File: config.mk
export PLATFORM = sky130hd
export DESIGN_NAME = mips_multicycle_control
export DESIGN_NICKNAME = d
export VERILOG_FILES = /design/src/rtl/mips_multicycle_control.sv
export SDC_FILE = /design/constraint.sdc
export NUM_CORES = 1
export LEC_CHECK = 0
export BUFFER_PORTS_ARGS = -buffer_cell sky130_fd_sc_hd__buf_2
export CAP_MARGIN = 20
export CORE_MARGIN = 5
export CORE_UTILIZATION = 45
export CTS_CLUSTER_DIAMETER = 150
export CTS_CLUSTER_SIZE = 28
export DETAILED_ROUTE_END_ITERATION = 12
export PLACE_DENSITY = 0.68
export SLEW_MARGIN = 20
export SYNTH_ARGS = -nofsm -noshare
export SYNTH_HDL_FRONTEND = slang
export SYNTH_SLANG_ARGS = --single-unit
File: constraint.sdc
create_clock -name clk -period 2.84 [get_ports clk]
set_input_delay 0 -clock clk [delete_from_list [all_inputs] [get_ports clk]]
set_output_delay 0 -clock clk [all_outputs]
set_load 0.03 [all_outputs]
File: src/rtl/mips_multicycle_control.sv
// Multi-cycle MIPS32 control FSM: sequences fetch/decode/execute over a shared memory
// and ALU, with a memory-stall timeout, illegal-opcode trap and retired-instruction counter.
module mips_multicycle_control #(
    parameter int CNT_W      = 32,
    parameter int WAIT_LIMIT = 16
) (
    input  logic             clk,
    input  logic             rst,
    input  logic [5:0]       Opcode,
    input  logic             MemReady,
    output logic             PCWrite,
    output logic             PCWriteCond,
    output logic             IorD,
    output logic             MemRead,
    output logic             MemWrite,
    output logic             MemToReg,
    output logic             IRWrite,
    output logic [1:0]       PCSource,
    output logic [1:0]       ALUOp,
    output logic             ALUSrcA,
    output logic [1:0]       ALUSrcB,
    output logic             RegWrite,
    output logic             RegDst,
    output logic [3:0]       State,
    output logic [CNT_W-1:0] InstrCount,
    output logic             Trap,
    output logic [1:0]       TrapCause
);

    typedef enum logic [3:0] {
        S_RESET  = 4'd0,
        S_FETCH  = 4'd1,
        S_DECODE = 4'd2,
        S_MEMADR = 4'd3,
        S_MEMRD  = 4'd4,
        S_MEMWB  = 4'd5,
        S_MEMWR  = 4'd6,
        S_EXEC   = 4'd7,
        S_ALUWB  = 4'd8,
        S_BRANCH = 4'd9,
        S_JUMP   = 4'd10,
        S_ADDIEX = 4'd11,
        S_ADDIWB = 4'd12,
        S_TRAP   = 4'd13
    } state_t;

    localparam logic [5:0] OP_RTYPE = 6'b000000;
    localparam logic [5:0] OP_LW    = 6'b100011;
    localparam logic [5:0] OP_SW    = 6'b101011;
    localparam logic [5:0] OP_BEQ   = 6'b000100;
    localparam logic [5:0] OP_J     = 6'b000010;
    localparam logic [5:0] OP_ADDI  = 6'b001000;

    localparam logic [1:0] CAUSE_NONE    = 2'b00;
    localparam logic [1:0] CAUSE_ILLEGAL = 2'b01;
    localparam logic [1:0] CAUSE_TIMEOUT = 2'b10;

    // The counter holds stalls already taken; the trap fires on the stall that makes WAIT_LIMIT.
    localparam int WAIT_W = (WAIT_LIMIT < 2) ? 1 : $clog2(WAIT_LIMIT + 1);
    localparam logic [WAIT_W-1:0] LAST_STALL = (WAIT_LIMIT > 0) ? WAIT_W'(WAIT_LIMIT - 1) : '0;

    state_t            state;
    state_t            state_nxt;
    logic [WAIT_W-1:0] wait_cnt;
    logic [WAIT_W-1:0] wait_nxt;
    logic [1:0]        cause_nxt;
    logic              mem_state;
    logic              timeout;
    logic              retire;

    always_ff @(posedge clk or posedge rst) begin
        if (rst) begin
            state      <= S_RESET;
            wait_cnt   <= '0;
            TrapCause  <= CAUSE_NONE;
            InstrCount <= '0;
        end else begin
            state     <= state_nxt;
            wait_cnt  <= wait_nxt;
            TrapCause <= cause_nxt;
            if (retire) begin
                InstrCount <= InstrCount + CNT_W'(1);
            end
        end
    end

    assign State     = state;
    assign mem_state = (state == S_FETCH) || (state == S_MEMRD) || (state == S_MEMWR);
    assign timeout   = (WAIT_LIMIT != 0) && mem_state && !MemReady && (wait_cnt == LAST_STALL);

    always_comb begin
        state_nxt   = state;
        cause_nxt   = TrapCause;
        retire      = 1'b0;
        PCWrite     = 1'b0;
        PCWriteCond = 1'b0;
        IorD        = 1'b0;
        MemRead     = 1'b0;
        MemWrite    = 1'b0;
        MemToReg    = 1'b0;
        IRWrite     = 1'b0;
        PCSource    = 2'b00;
        ALUOp       = 2'b00;
        ALUSrcA     = 1'b0;
        ALUSrcB     = 2'b00;
        RegWrite    = 1'b0;
        RegDst      = 1'b0;
        Trap        = 1'b0;

        case (state)
            S_RESET: state_nxt = S_FETCH;
            S_FETCH: begin
                MemRead = 1'b1;
                ALUSrcB = 2'b01;
                IRWrite = MemReady;
                PCWrite = MemReady;
                if (MemReady) state_nxt = S_DECODE;
            end
            S_DECODE: begin
                ALUSrcB = 2'b11;
                case (Opcode)
                    OP_LW, OP_SW: state_nxt = S_MEMADR;
                    OP_RTYPE:     state_nxt = S_EXEC;
                    OP_BEQ:       state_nxt = S_BRANCH;
                    OP_J:         state_nxt = S_JUMP;
                    OP_ADDI:      state_nxt = S_ADDIEX;
                    default: begin
                        state_nxt = S_TRAP;
                        cause_nxt = CAUSE_ILLEGAL;
                    end
                endcase
            end
            S_MEMADR: begin
                ALUSrcA   = 1'b1;
                ALUSrcB   = 2'b10;
                state_nxt = (Opcode == OP_SW) ? S_MEMWR : S_MEMRD;
            end
            S_MEMRD: begin
                MemRead = 1'b1;
                IorD    = 1'b1;
                if (MemReady) state_nxt = S_MEMWB;
            end
            S_MEMWB: begin
                MemToReg  = 1'b1;
                RegWrite  = 1'b1;
                state_nxt = S_FETCH;
                retire    = 1'b1;
            end
            S_MEMWR: begin
                MemWrite = 1'b1;
                IorD     = 1'b1;
                if (MemReady) begin
                    state_nxt = S_FETCH;
                    retire    = 1'b1;
                end
            end
            S_EXEC: begin
                ALUSrcA   = 1'b1;
                ALUOp     = 2'b10;
                state_nxt = S_ALUWB;
            end
            S_ALUWB: begin
                RegDst    = 1'b1;
                RegWrite  = 1'b1;
                state_nxt = S_FETCH;
                retire    = 1'b1;
            end
            S_BRANCH: begin
                ALUSrcA     = 1'b1;
                ALUOp       = 2'b01;
                PCWriteCond = 1'b1;
                PCSource    = 2'b01;
                state_nxt   = S_FETCH;
                retire      = 1'b1;
            end
            S_JUMP: begin
                PCWrite   = 1'b1;
                PCSource  = 2'b10;
                state_nxt = S_FETCH;
                retire    = 1'b1;
            end
            S_ADDIEX: begin
                ALUSrcA   = 1'b1;
                ALUSrcB   = 2'b10;
                state_nxt = S_ADDIWB;
            end
            S_ADDIWB: begin
                RegWrite  = 1'b1;
                state_nxt = S_FETCH;
                retire    = 1'b1;
            end
            S_TRAP: Trap = 1'b1;
            default: begin
                state_nxt = S_TRAP;
                cause_nxt = CAUSE_ILLEGAL;
            end
        endcase

        if (timeout) begin
            state_nxt = S_TRAP;
            cause_nxt = CAUSE_TIMEOUT;
        end
    end

    // Stall counter restarts whenever a memory-access state is freshly entered.
    always_comb begin
        wait_nxt = wait_cnt;
        if (mem_state && !MemReady) begin
            wait_nxt = wait_cnt + WAIT_W'(1);
        end
        if ((state_nxt != state) &&
            ((state_nxt == S_FETCH) || (state_nxt == S_MEMRD) || (state_nxt == S_MEMWR))) begin
            wait_nxt = '0;
        end
    end

endmodule

After elaboration in Yosys (flattened, before gate mapping)
Cells that the tools add are included.
- input bits: 9
- logic and storage cells: 81
- output and inout port bits: 55
- register bits: 43
- equality and inequality tests: 25
- multiplexer cells: 28
- add/subtract/negate cells: 2
- reduce and logical (&&, ||, !) cells: 22
- operators by type and width (kind ; count):
    $pmux W4 S9 ; 1
    $add A32 B1 Y32 const B ; 1
    $eq A4 B3 Y1 const B ; 6
    $eq A4 B4 Y1 const B ; 6
    $pmux W4 S5 ; 1
    $mux W4 ; 4
    $reduce_or A13 Y1 ; 1
    $eq A6 B6 Y1 const B ; 2
    $pmux W2 S2 ; 3
    $reduce_or A6 Y1 ; 2
    $mux W1 ; 11
    $mux W5 ; 2
    $eq A4 B1 Y1 const B ; 2
    $eq A4 B2 Y1 const B ; 2
    $reduce_or A2 Y1 ; 4
    $eq A6 B2 Y1 const B ; 1
    $eq A6 B3 Y1 const B ; 1
    $eq A6 B4 Y1 const B ; 1
    $logic_not A6 Y1 ; 1
    $mux W2 ; 3
    $pmux W2 S3 ; 1
    $add A5 B1 Y5 const B ; 1
    $eq A5 B4 Y1 const B ; 1
    $reduce_or A5 Y1 ; 1
    12 further kinds ; 18

Longest topological paths before layout
Gate-level depths: netlist of the first run.
- depth in word-level cells: 11
- gate-level depth with buffers: 9
- mapped depth without buffers: 9

Worst setup path before layout of the first run
Ideal clock, no wire load.
- kind: reg2reg
- start point: register state[3], in the netlist State[3]
- end point: register wait_cnt[4]
- period minus slack after synthesis: 2177 ps
- arrival time: 2016 ps
- setup time: 161 ps
- cell stages (with the launch flop): 10
- path buffers: 2
- required time: 2679 ps
- path slack: 663 ps
- cell sequence: dfrtp_1 > buf_6 > or2_1 > buf_6 > a211o_1 > o221a_1 > inv_2 > nand2b_1 > a21oi_4 > a221oi_2
- longest elaborated chain between the ends: 11
- elaborated cells on any way between the ends: 33
- classes of those cells: 17 x eq/ne; 6 x mux; 10 x reduce/logical
- RTL lines (what ; RTL line ; text):
    start, declared ; 62 ; state_t state;
    start signal, assigned ; 78 ; state <= state_nxt;
    branches (longest 5 deep; another with $pmux W4 S9) ; - ;
    $mux W4 * ; 199 ; if (timeout) begin
    named net state_nxt[2] ; 63 ; state_t state_nxt;
    $eq A4 B1 Y1 / $eq A4 B3 Y1 (equally long branches) ; 212 ; ((state_nxt == S_FETCH) || (state_nxt == S_MEMRD) || (state_nxt == S_MEMWR))) begin
    $logic_or A1 B1 Y1 (2 in a row) ; 212 ;
    $logic_and A1 B1 Y1 * ; 211 ; if ((state_nxt != state) &&
    $mux W5 / $reduce_bool A2 Y1 (equally long branches) ; - ;
    end signal, assigned ; 79 ; wait_cnt <= wait_nxt;
    end, declared ; 64 ; logic [WAIT_W-1:0] wait_cnt;
Mark *: on every way through the listed nets, which the timed path passes.
A chain may end at the register's enable or synchronous reset.

Worst setup path after layout of the first run
- start point: register state[0], in the netlist State[0]
- end point: register InstrCount[28]
- longest elaborated chain between the ends: 3
- elaborated cells on any way between the ends: 8
- classes of those cells: 6 x eq/ne; 1 x mux; 1 x reduce/logical
- RTL lines (what ; RTL line ; text):
    $eq A4 B4 Y1 / $eq A4 B3 Y1 (equally long branches) ; 110 ; case (state)
    $reduce_or A5 Y1 (no source line) ; - ;
    $pmux W1 S2 * ; 110 ;
    end signal, assigned ; 82 ; InstrCount <= InstrCount + CNT_W'(1);
    end, declared ; 25 ; output logic [CNT_W-1:0] InstrCount,
Every way passes the cells marked *; elsewhere a longest branch is shown, timed or not.

==> results of run 1 <==
## Yosys cell counts, types with 3 or more instances
cell,count,area [um2]
sky130_fd_sc_hd__xor2_1,10,87.6
sky130_fd_sc_hd__xnor2_1,26,228
sky130_fd_sc_hd__buf_4,5,37.5
sky130_fd_sc_hd__o21ai_0,6,30.0
sky130_fd_sc_hd__nor3_1,5,25.0
sky130_fd_sc_hd__nand4_1,8,50.1
sky130_fd_sc_hd__ha_1,3,37.5
sky130_fd_sc_hd__a21oi_1,14,70.1
sky130_fd_sc_hd__and4_1,5,43.8
sky130_fd_sc_hd__inv_1,6,22.5
sky130_fd_sc_hd__clkbuf_1,4,15.0
sky130_fd_sc_hd__nor2b_1,3,18.8
sky130_fd_sc_hd__nand3_1,9,45.0
sky130_fd_sc_hd__nand2_1,27,101
sky130_fd_sc_hd__dfrtp_1,43,1080
sky130_fd_sc_hd__nand2b_1,5,31.3
sky130_fd_sc_hd__and3_1,7,43.8
sky130_fd_sc_hd__and2_1,5,31.3
sky130_fd_sc_hd__o22ai_1,4,25.0
sky130_fd_sc_hd__nor2_1,28,105
## worst min-delay path, delay by kind of cell
kind | cells | cell delay [ns]
compound gates | 2 | 0.25
buf+inv | 1 | 0.12
simple gates | 2 | 0.14
## what timing repair did
action                    4_1_cts  5_1_grt
hold endpoints to repair       43        0
resized for setup               0        0
hold buffers                    1        0
## power by group
part | internal, mW | switching (mW) | total, mW
Sequential | 0.703 | 0.178 | 0.881
Clock | 0.191 | 0.202 | 0.393
Combinational | 0.506 | 0.914 | 1.42
## state kept, by name, summed over array words and instances, names as in the netlist
name and cells:
TrapCause 2, wait_cnt 5, InstrCount 32, State 4
## area by class of cell
cell class,instances,share of cell area (%)
Inverter,7,0.878
Timing Repair Buffer,70,12.4
Multi-Input combinational cell,202,44.9
Clock buffer,6,2.76
Tap cell,72,3.01
Clock inverter,1,0.167
Sequential cell,43,36.0
## routing by layer
metal	global-route usage [%]	vias up	share of wire, %
met1	24.3	1000	46
met4	6.19	0	1.6
li1	-	1054	-
met3	3.30	11	6.6
met2	25.0	68	46
met5	0	-	0
## worst max path at each step
stage	slack [ns]	startpoint	cells past startpoint	end
finish	0.54	State[0]	6	InstrCount[28]
global route	0.24	State[0]	6	InstrCount[28]
CTS	0.54	State[0]	6	InstrCount[28]
detailed placement	0.57	State[0]	6	InstrCount[28]
global placement	0.63	State[3]	7	wait_cnt[1]
floorplan	0.66	State[3]	9	wait_cnt[4]
## cells by family after synthesis
family          share of synthesized area (%)
compound gates                           13.3
xor+xnor                                 12.4
simple gates                             24.5
flops                                    42.5
fa+ha+maj                                1.48
buf+inv                                  4.54
mux                                      1.23
## metrics by stage
stage / worst slack, ns / utilization (%) / instance area (um2)
after detailed placement: 0.572 / 52.9 / 2900
after global placement: 0.632 / 52.9 / 2900
after floorplan: 0.663 / - / 2530
after CTS: 0.540 / 54.7 / 2990
final: 0.545 / 54.7 / 2990
after global routing: 0.243 / 54.7 / 2990
==> impl_results.md, run 1 <==
- Slew HR: 58.2%
- Height of the chip: 85.0 um
- Final Net Count: 341
- Startpoint Class: register
- Number of distinct library cell variants in the gate-level netlist after synthesis: 55
- Final-report max-slew violation count: 0
- Post-synthesis net count: 278
- Slowest stage cell, crit path: sky130_fd_sc_hd__dfrtp_1
- Worst-case reg-to-reg path depth: 6
- Peak ir drop on the vdd network: 0.417 mV
- Required time worst endpoint: 3.06 ns
- Total area of multi-input combinational cells: 1340 um2
- Clock tree from TritonCTS: done
- Post-route fraction of the period consumed by the critical path: 80.8%
- Synth Cell Area: 2530 um2
- Aggregate global-route resource usage: 16.8%
- # Post-CTS Setup Buffers: 0
- Non-filler instance count after layout: 401
- DR DRC count: 0
- Data arrival time of the critical path: 2.52 ns
- Worst Skew: 0.00575 ns
- Routability Congestion: 0.881
- Least-Margin Pin Slew: 0.626 ns
- Skew-Pair Late Insertion Delay: 0.29 ns
- Largest fanout on the critical path: 22
- Proportion of layout cells with a drive suffix above 1: 26.7%
- Post-Syn Area per Cell: 9.53 um2
- Sequential cell area: 1080 um2
- Result of the run: completed
- Yosys reg bits: 43
- Most used cells in the layout excluding fill and tap cells: sky130_fd_sc_hd__buf_2 (63), sky130_fd_sc_hd__dfrtp_1 (43), sky130_fd_sc_hd__nor2_1 (28), sky130_fd_sc_hd__nand2_1 (27), sky130_fd_sc_hd__xnor2_1 (26)
- Sort of element at the end of the critical path: register
- Synth Instances: 266
- CTS sink count: 43
- Routed vias: 2133
- Detailed-placement wirelength estimate: 4170 um
- Setup tns final: 0 ns
- Instance count after placement with tap cells included: 393
- Global-route wire length before repair: 10200 um
- Maximum operating frequency: 436 MHz
- Overall routed net length: 5700 um
- Root Buffer Master: sky130_fd_sc_hd__clkbuf_8
- Async set-or-reset flop fraction in the synthesized netlist: 100%
- Terminating pin of the worst hold path: TrapCause[0]
- Input/output buffers: 63
- Final number of setup-violating endpoints: 0
- GRT overflow: 0
- Cell depth of the worst min-delay path: 5
- Maximum clock path buffer count: 2
- Worst R2R Setup Slack: 0.54 ns
- Area added between synthesis and finish: 18.1%
- Leakage: 1.45 nW
- Final total power: 2.69 mW
- EDFF count, synth: 0
- Max-capacitance violation count: 0
- Worst path top cell family by delay: flip-flops
- Pin count of the biggest net entering global routing: 44
- 1st-iter DRT viols: 137
- Core area: 5470 um2
- Die area: 7230 um2
- Via count of the first global-routing pass: 2078
- Total CTS buffers: 5
- Hold violation count in the final report: 0
- Initial core utilization: 46.3%
- Count of synthesis-stage warnings from yosys: 0
- Buf+Inv Stages, Crit Path: 0
- Number of detailed-route iterations in the first pass: 4
- Final hold slack: 0.243 ns
- Clock edge transition at the registers on the reported setup and hold paths: 0.08 ns
- Average wire length per cell after detail routing: 14.2 um
- Die Wd: 85.0 um
- Type of the most critical hold path: in2reg
- FP Rows: 27
- FF-to-FF End: InstrCount[28]
- Ports placed on the boundary: 64
- Most common cell after layout, fill and taps aside: sky130_fd_sc_hd__buf_2
- Routed via count divided by cell count: 5.32
- Power density cells: 900 nW/um2
- Number of levels the H-tree was split into: 2
- Number of antenna violations at the first check in global routing: 0
- Category of the most critical setup path: reg2reg
- Number of nets with antenna violations after detailed routing: 0
- Sequential-to-total area share from yosys stat: 42.5%
- # diodes: 0
- Flip-flop cell with the highest count after synthesis: sky130_fd_sc_hd__dfrtp_1
- Critical hold path startpoint: Opcode[4]
- Fill cell instance count of the final layout: 512
- Worst reg2reg startpoint: State[0]
- CP cell instances: nand2b_1, a21o_1, a211oi_4, nand2_1, nor2_1, xor2_1
- Crit path largest cell delay: 0.75 ns
- Unrepaired setup endpoints after global routing: false
- Final worst path period need: 2.30 ns
No activity file was read; power rests on OpenSTA's default activity.
==> run 2, diff against run 1 <==
Settings changed: PLACE_DENSITY 0.68 to 0.71.
Clock period 2.84 ns to 1.9 ns, I/O delays scaled along.
==> run 2 against run 1 <==
- the flow now finishes with violations (negative setup slack)
- sequential share of layout area decreased by 4.0 points
- non-clock buffer count up 38
- sequential power grew 37%
- critical endpoint is now wait_cnt[4]
- combinational power rose by 120%
- register-to-register slack worse by 0.59 ns
- cell count grew 9.7%
- global-route usage is 0.52 points higher
- cell area is 13% higher
- highest routed layer unchanged
- clock power up 49%
==> impl_results.md, run 2 (same netlist as run 1, synthesis figures left out) <==
- 1st-iter DRT viols: 150
- Worst reg2reg startpoint: State[2]
- Total area of multi-input combinational cells: 1430 um2
- Global-route wire length before repair: 10300 um
- Max-capacitance violation count: 0
- Routed via count divided by cell count: 5.26
- Startpoint Class: register
- Detailed-placement wirelength estimate: 4640 um
- Root Buffer Master: sky130_fd_sc_hd__clkbuf_8
- Final number of setup-violating endpoints: 5
- Core area: 5470 um2
- Type of the most critical hold path: in2reg
- Violated checks: negative setup slack
- Ports placed on the boundary: 64
- FP Rows: 27
- Average wire length per cell after detail routing: 14.4 um
- Sequential cell area: 1080 um2
- Number of levels the H-tree was split into: 2
- Sequential fraction of design power: 24.6%
- Worst Skew: 0.00733 ns
- Least-Margin Pin Slew: 0.535 ns
- Result of the run: finished with violations
- Final worst path period need: 1.95 ns
- Hold violation count in the final report: 0
- Clock tree from TritonCTS: done
- Number of nets with antenna violations after detailed routing: 0
- Leakage: 1.64 nW
- Unrepaired setup endpoints after global routing: true
- Area added between synthesis and finish: 33.5%
- Required time worst endpoint: 2.07 ns
- Routability Congestion: 0.839
- Die Wd: 85.0 um
- Maximum operating frequency: 513 MHz
- Final-report max-slew violation count: 0
- Largest fanout on the critical path: 8
- Min setup slack post-route: -0.0490 ns
- Flip-flop count of the largest register after layout: 32
- Post-route fraction of the period consumed by the critical path: 103%
- Sw power: 2.24 mW
- Power density cells: 1450 nW/um2
- Most used cells in the layout excluding fill and tap cells: sky130_fd_sc_hd__buf_2 (63), sky130_fd_sc_hd__buf_4 (42), sky130_fd_sc_hd__dfrtp_1 (39), sky130_fd_sc_hd__nand2_1 (26)
- Final total power: 4.90 mW
- Clock network fraction of total power: 12.0%
- CP Launch Point: State[2]
- Routed vias: 2313
- Fill cell instance count of the final layout: 458
- Clock edge transition at the registers on the reported setup and hold paths: 0.09 ns
- Critical hold path startpoint: Opcode[4]
- Via count of the first global-routing pass: 2153
- Final Net Count: 379
- Maximum clock path buffer count: 2
- Slew HR: 64.3%
- Category of the most critical setup path: reg2reg
- Worst setup slack before clock tree synthesis: -0.150 ns
- Pin count of the biggest net entering global routing: 44
- Height of the chip: 85.0 um
- P_int: 2.66 mW
- Number of antenna violations at the first check in global routing: 0
- CTS sink count: 43
- Peak ir drop on the vdd network: 0.839 mV
- GRT overflow: 0
- # diodes: 0
- Initial core utilization: 46.3%
- Total CTS buffers: 5
- Sort of element at the end of the critical path: register
- Proportion of layout cells with a drive suffix above 1: 40.8%
- Sw Share: 45.8%
- Data arrival time of the critical path: 2.12 ns
- Skew-Pair Late Insertion Delay: 0.30 ns
- Aggregate global-route resource usage: 17.4%
- Register ranked first by flip-flop count: InstrCount
- Overall routed net length: 6320 um
- Most common cell after layout, fill and taps aside: sky130_fd_sc_hd__buf_2
- Die area: 7230 um2
- End-of-flow core utilization: 61.8%
- Input/output buffers: 63
- Logic pwr share: 63.4%
- DR DRC count: 0
- Number of detailed-route iterations in the first pass: 4
## run 2: cell types whose count changed in the layout (fill, tap and decap cells not counted), sizes merged
cell | previous run | this run
buf | 69 | 107
clkinvlp | 0 | 2
clkbuf | 6 | 5
## run 2: path summary, 6_finish.rpt
| path | cells after the start | endpoint | slack (ns) |
|---|---|---|---|
| setup reg to reg | 7 | wait_cnt[4] | -0.05 |
| min in group asynchronous | 4 | InstrCount[14] | 0.37 |
| hold / removal | 5 | TrapCause[0] | 0.22 |
| hold reg to reg | 1 | InstrCount[31] | 0.48 |
| setup / recovery | 7 | wait_cnt[4] | -0.05 |
| max in group asynchronous | 4 | State[0] | 1.12 |
## run 2: power by group through the flow
stage | Combinational (mW) | Sequential (mW) | Clock (mW)
after floorplan | 1.71 | 1.38 | 0
after global placement | 2.70 | 1.22 | 0
after detailed placement | 2.76 | 1.23 | 0
after CTS | 2.87 | 1.21 | 0.602
after global routing | 3.35 | 1.23 | 0.644
final | 3.11 | 1.21 | 0.587
## run 2: critical path: stages, from the launching register on
cell                       delay (ns)
sky130_fd_sc_hd__dfrtp_2         0.46
sky130_fd_sc_hd__or2_4           0.30
sky130_fd_sc_hd__a211o_1         0.28
sky130_fd_sc_hd__o221a_1         0.30
sky130_fd_sc_hd__inv_2           0.07
sky130_fd_sc_hd__nand2b_1        0.08
sky130_fd_sc_hd__a21oi_4         0.23
sky130_fd_sc_hd__a221oi_2        0.09
## run 2: cell type report
type	count	area share, %
Tap cell	72	2.66
Timing Repair Buffer	108	19.6
Clock buffer	5	2.03
Multi-Input combinational cell	202	42.4
Sequential cell	43	32.0
Clock inverter	3	0.592
Inverter	7	0.777
## run 2: routing by layer
metal  global-route usage, %  up-vias  part of all wire, %
met3                    4.37        7                  7.4
met1                    24.1     1093                   45
met4                    4.03        0                 0.98
met2                    27.3       83                   46
met5                       0        -                    0
li1                        -     1130                    -
## run 2: through the flow
stage          hold slack [ns]  instance area (um2)  cells  TNS [ns]
2_1_floorplan            0.256                 2560    266     -1.03
3_3_place_gp             0.163                 3140    423    -0.140
3_5_place_dp             0.167                 3140    423    -0.613
4_1_cts                  0.218                 3290    435    -0.234
5_1_grt                  0.240                 3380    440    -0.726
6_report                 0.216                 3380    440    -0.172
## run 2: timing repair
item,CTS,global route
hold endpoints to repair,43,0
setup endpoints to repair,5,25
pin swaps,7,8
hold buffers,1,0
buffers inserted,3,5
resized for setup,6,17
==> run 3, diff against run 2 <==
Settings changed: SETUP_SLACK_MARGIN from default to 0.2, SLEW_MARGIN 20 to 15.
==> run 3 against run 2 <==
- the run still ends with negative setup slack left
- sequential share of layout area decreased by 4.1 points
- global-route usage rose by 1.8 points
- critical path depth is 2 higher
- clock skew barely moved
- clock power down 4.6%
- first-iteration DRC count fell by 47%
==> impl_results.md, run 3 (same netlist as run 1, synthesis figures left out) <==
- Type of the most critical hold path: in2reg
- Worst R2R Setup Slack: -0.18 ns
- Final-report max-slew violation count: 0
- Largest fanout on the critical path: 5
- Result of the run: finished with violations
- Average wire length per cell after detail routing: 16.3 um
- Final worst path period need: 2.08 ns
- Clock edge transition at the registers on the reported setup and hold paths: 0.08 ns
- Overall routed net length: 7350 um
- Area added between synthesis and finish: 53.3%
- Instance count after placement with tap cells included: 422
- Aggregate global-route resource usage: 19.2%
- # diodes: 0
- Total CTS buffers: 5
- Initial core utilization: 46.3%
- Skew-Pair Late Insertion Delay: 0.29 ns
- Clock network fraction of total power: 9.8%
- Final hold slack: 0.254 ns
- Most prevalent standard cell on the critical path: sky130_fd_sc_hd__buf_4
- Hold violation count in the final report: 0
- Routed vias: 2437
- Flip-flop count of the largest register after layout: 32
- Input/output buffers: 63
- Worst Skew: 0.00718 ns
- Number of levels the H-tree was split into: 2
- Global-route wire length before repair: 11300 um
- Non-filler instance count after layout: 452
- Data arrival time of the critical path: 2.29 ns
- Sw power: 2.59 mW
- Leakage: 1.83 nW
- Worst setup endpoint: wait_cnt[4]
- Clock tree from TritonCTS: done
- Power density cells: 1470 nW/um2
- Worst reg2reg startpoint: State[2]
- Sort of element at the end of the critical path: register
- Maximum operating frequency: 481 MHz
- 1st-iter DRT viols: 79
- Number of nets with antenna violations after detailed routing: 0
- Die area: 7230 um2
- Proportion of layout cells with a drive suffix above 1: 55.0%
- DR DRC count: 0
- Number of antenna violations at the first check in global routing: 0
- Post-route fraction of the period consumed by the critical path: 109%
- Slowest stage cell, crit path: sky130_fd_sc_hd__dfrtp_2
- Most common cell after layout, fill and taps aside: sky130_fd_sc_hd__buf_2
- Number of detailed-route iterations in the first pass: 4
- Most used cells in the layout excluding fill and tap cells: sky130_fd_sc_hd__buf_2 (60), sky130_fd_sc_hd__buf_4 (44), sky130_fd_sc_hd__dfrtp_1 (37), sky130_fd_sc_hd__xnor2_1 (20)
- Slew HR: 64.5%
- CP cell instances: buf_4, buf_4, nor3b_4, buf_4, nor2_2, nor2_1, a221o_1, a21oi_4, a221oi_2
- Register ranked first by flip-flop count: InstrCount
- Cell area after placement: 3160 um2
- Required time worst endpoint: 2.11 ns
- Violated checks: negative setup slack
- Detailed-placement wirelength estimate: 4490 um
- Max-capacitance violation count: 0
- Pin count of the biggest net entering global routing: 44
- P_int: 3.12 mW
- Crit path largest cell delay: 0.46 ns
- Ports placed on the boundary: 64
- Startpoint Class: register
- Final Net Count: 391
- Least-Margin Pin Slew: 0.533 ns
- Peak ir drop on the vdd network: 1.10 mV
- Routability Congestion: 0.922
- Maximum clock path buffer count: 2
- Core area: 5470 um2
- GRT overflow: 0
- Worst-case reg-to-reg path depth: 9
- CTS sink count: 43
- Routed via count divided by cell count: 5.39
- Final number of setup-violating endpoints: 8
- End-of-flow core utilization: 71.0%
- Logic pwr share: 68.9%
- Die Wd: 85.0 um
- CP Launch Point: State[2]
- Sequential fraction of design power: 21.3%
- Root Buffer Master: sky130_fd_sc_hd__clkbuf_8
- FF-to-FF End: wait_cnt[4]
- Sw Share: 45.3%
- FP Rows: 27
- Via count of the first global-routing pass: 2392
- Category of the most critical setup path: reg2reg
- Final design instance area without fill: 3880 um2
- Final total power: 5.71 mW
- Min setup slack post-route: -0.179 ns
- Height of the chip: 85.0 um
- Unrepaired setup endpoints after global routing: true
## run 3: cell count changes in the layout (fill, tap and decap cells not counted), sizes merged
cell,delta
clkbuf,+2
buf,+12
clkinvlp,-2
## run 3: how the worst min path moves through the flow
stage / start / cells past startpoint / end
final: Opcode[4] / 5 / TrapCause[0]
after global routing: Opcode[4] / 5 / TrapCause[0]
after CTS: Opcode[4] / 5 / TrapCause[0]
after detailed placement: rst / 3 / InstrCount[19]
after global placement: rst / 3 / InstrCount[19]
after floorplan: rst / 1 / InstrCount[0]
## run 3: worst max-delay path, delay by kind of cell (launching register included)
family | cells | cell delay [ns]
compound gates | 3 | 0.59
flops | 1 | 0.46
buf+inv | 3 | 0.45
simple gates | 3 | 0.50
## run 3: power by group through the flow
| stage | Sequential [mW] | Clock (mW) | Combinational, mW |
|---|---|---|---|
| 2_1_floorplan | 1.39 | 0 | 1.76 |
| 6_report | 1.22 | 0.560 | 3.94 |
| 3_5_place_dp | 1.25 | 0 | 2.77 |
| 5_1_grt | 1.23 | 0.612 | 4.15 |
| 4_1_cts | 1.19 | 0.570 | 3.45 |
| 3_3_place_gp | 1.24 | 0 | 2.73 |
## run 3: layout make-up
cell class	instances	area, um2
tap	72	90.1
clock inverter	1	5.00
fill	408	1590
clock buffer	7	76.3
inverter	7	26.3
sequential	43	1080
multi-input combinational	202	1780
timing repair buffer	120	827
## run 3: per-stage QoR
stage,setup TNS (ns),worst slack (ns)
CTS,-0.313,-0.0701
finish,-0.849,-0.179
floorplan,-0.976,-0.128
global route,-1.94,-0.252
detailed placement,-0.624,-0.138
global placement,-0.278,-0.0584
## run 3: repair_timing
action / in CTS / in global routing
cloned: 0 / 0
buffers inserted: 15 / 6
hold endpoints to repair: 43 / 0
resized for setup: 60 / 42
hold buffers: 1 / 0
pin swaps: 30 / 33
setup endpoints to repair: 31 / 42
## run 3: per-layer routing
layer / part of all wire (%) / vias up / track usage (%)
li1: - / 1157 / -
met3: 5.5 / 20 / 3.50
met5: 0 / - / 0
met2: 51 / 78 / 33.3
met1: 40 / 1182 / 23.5
met4: 3.1 / 0 / 7.05
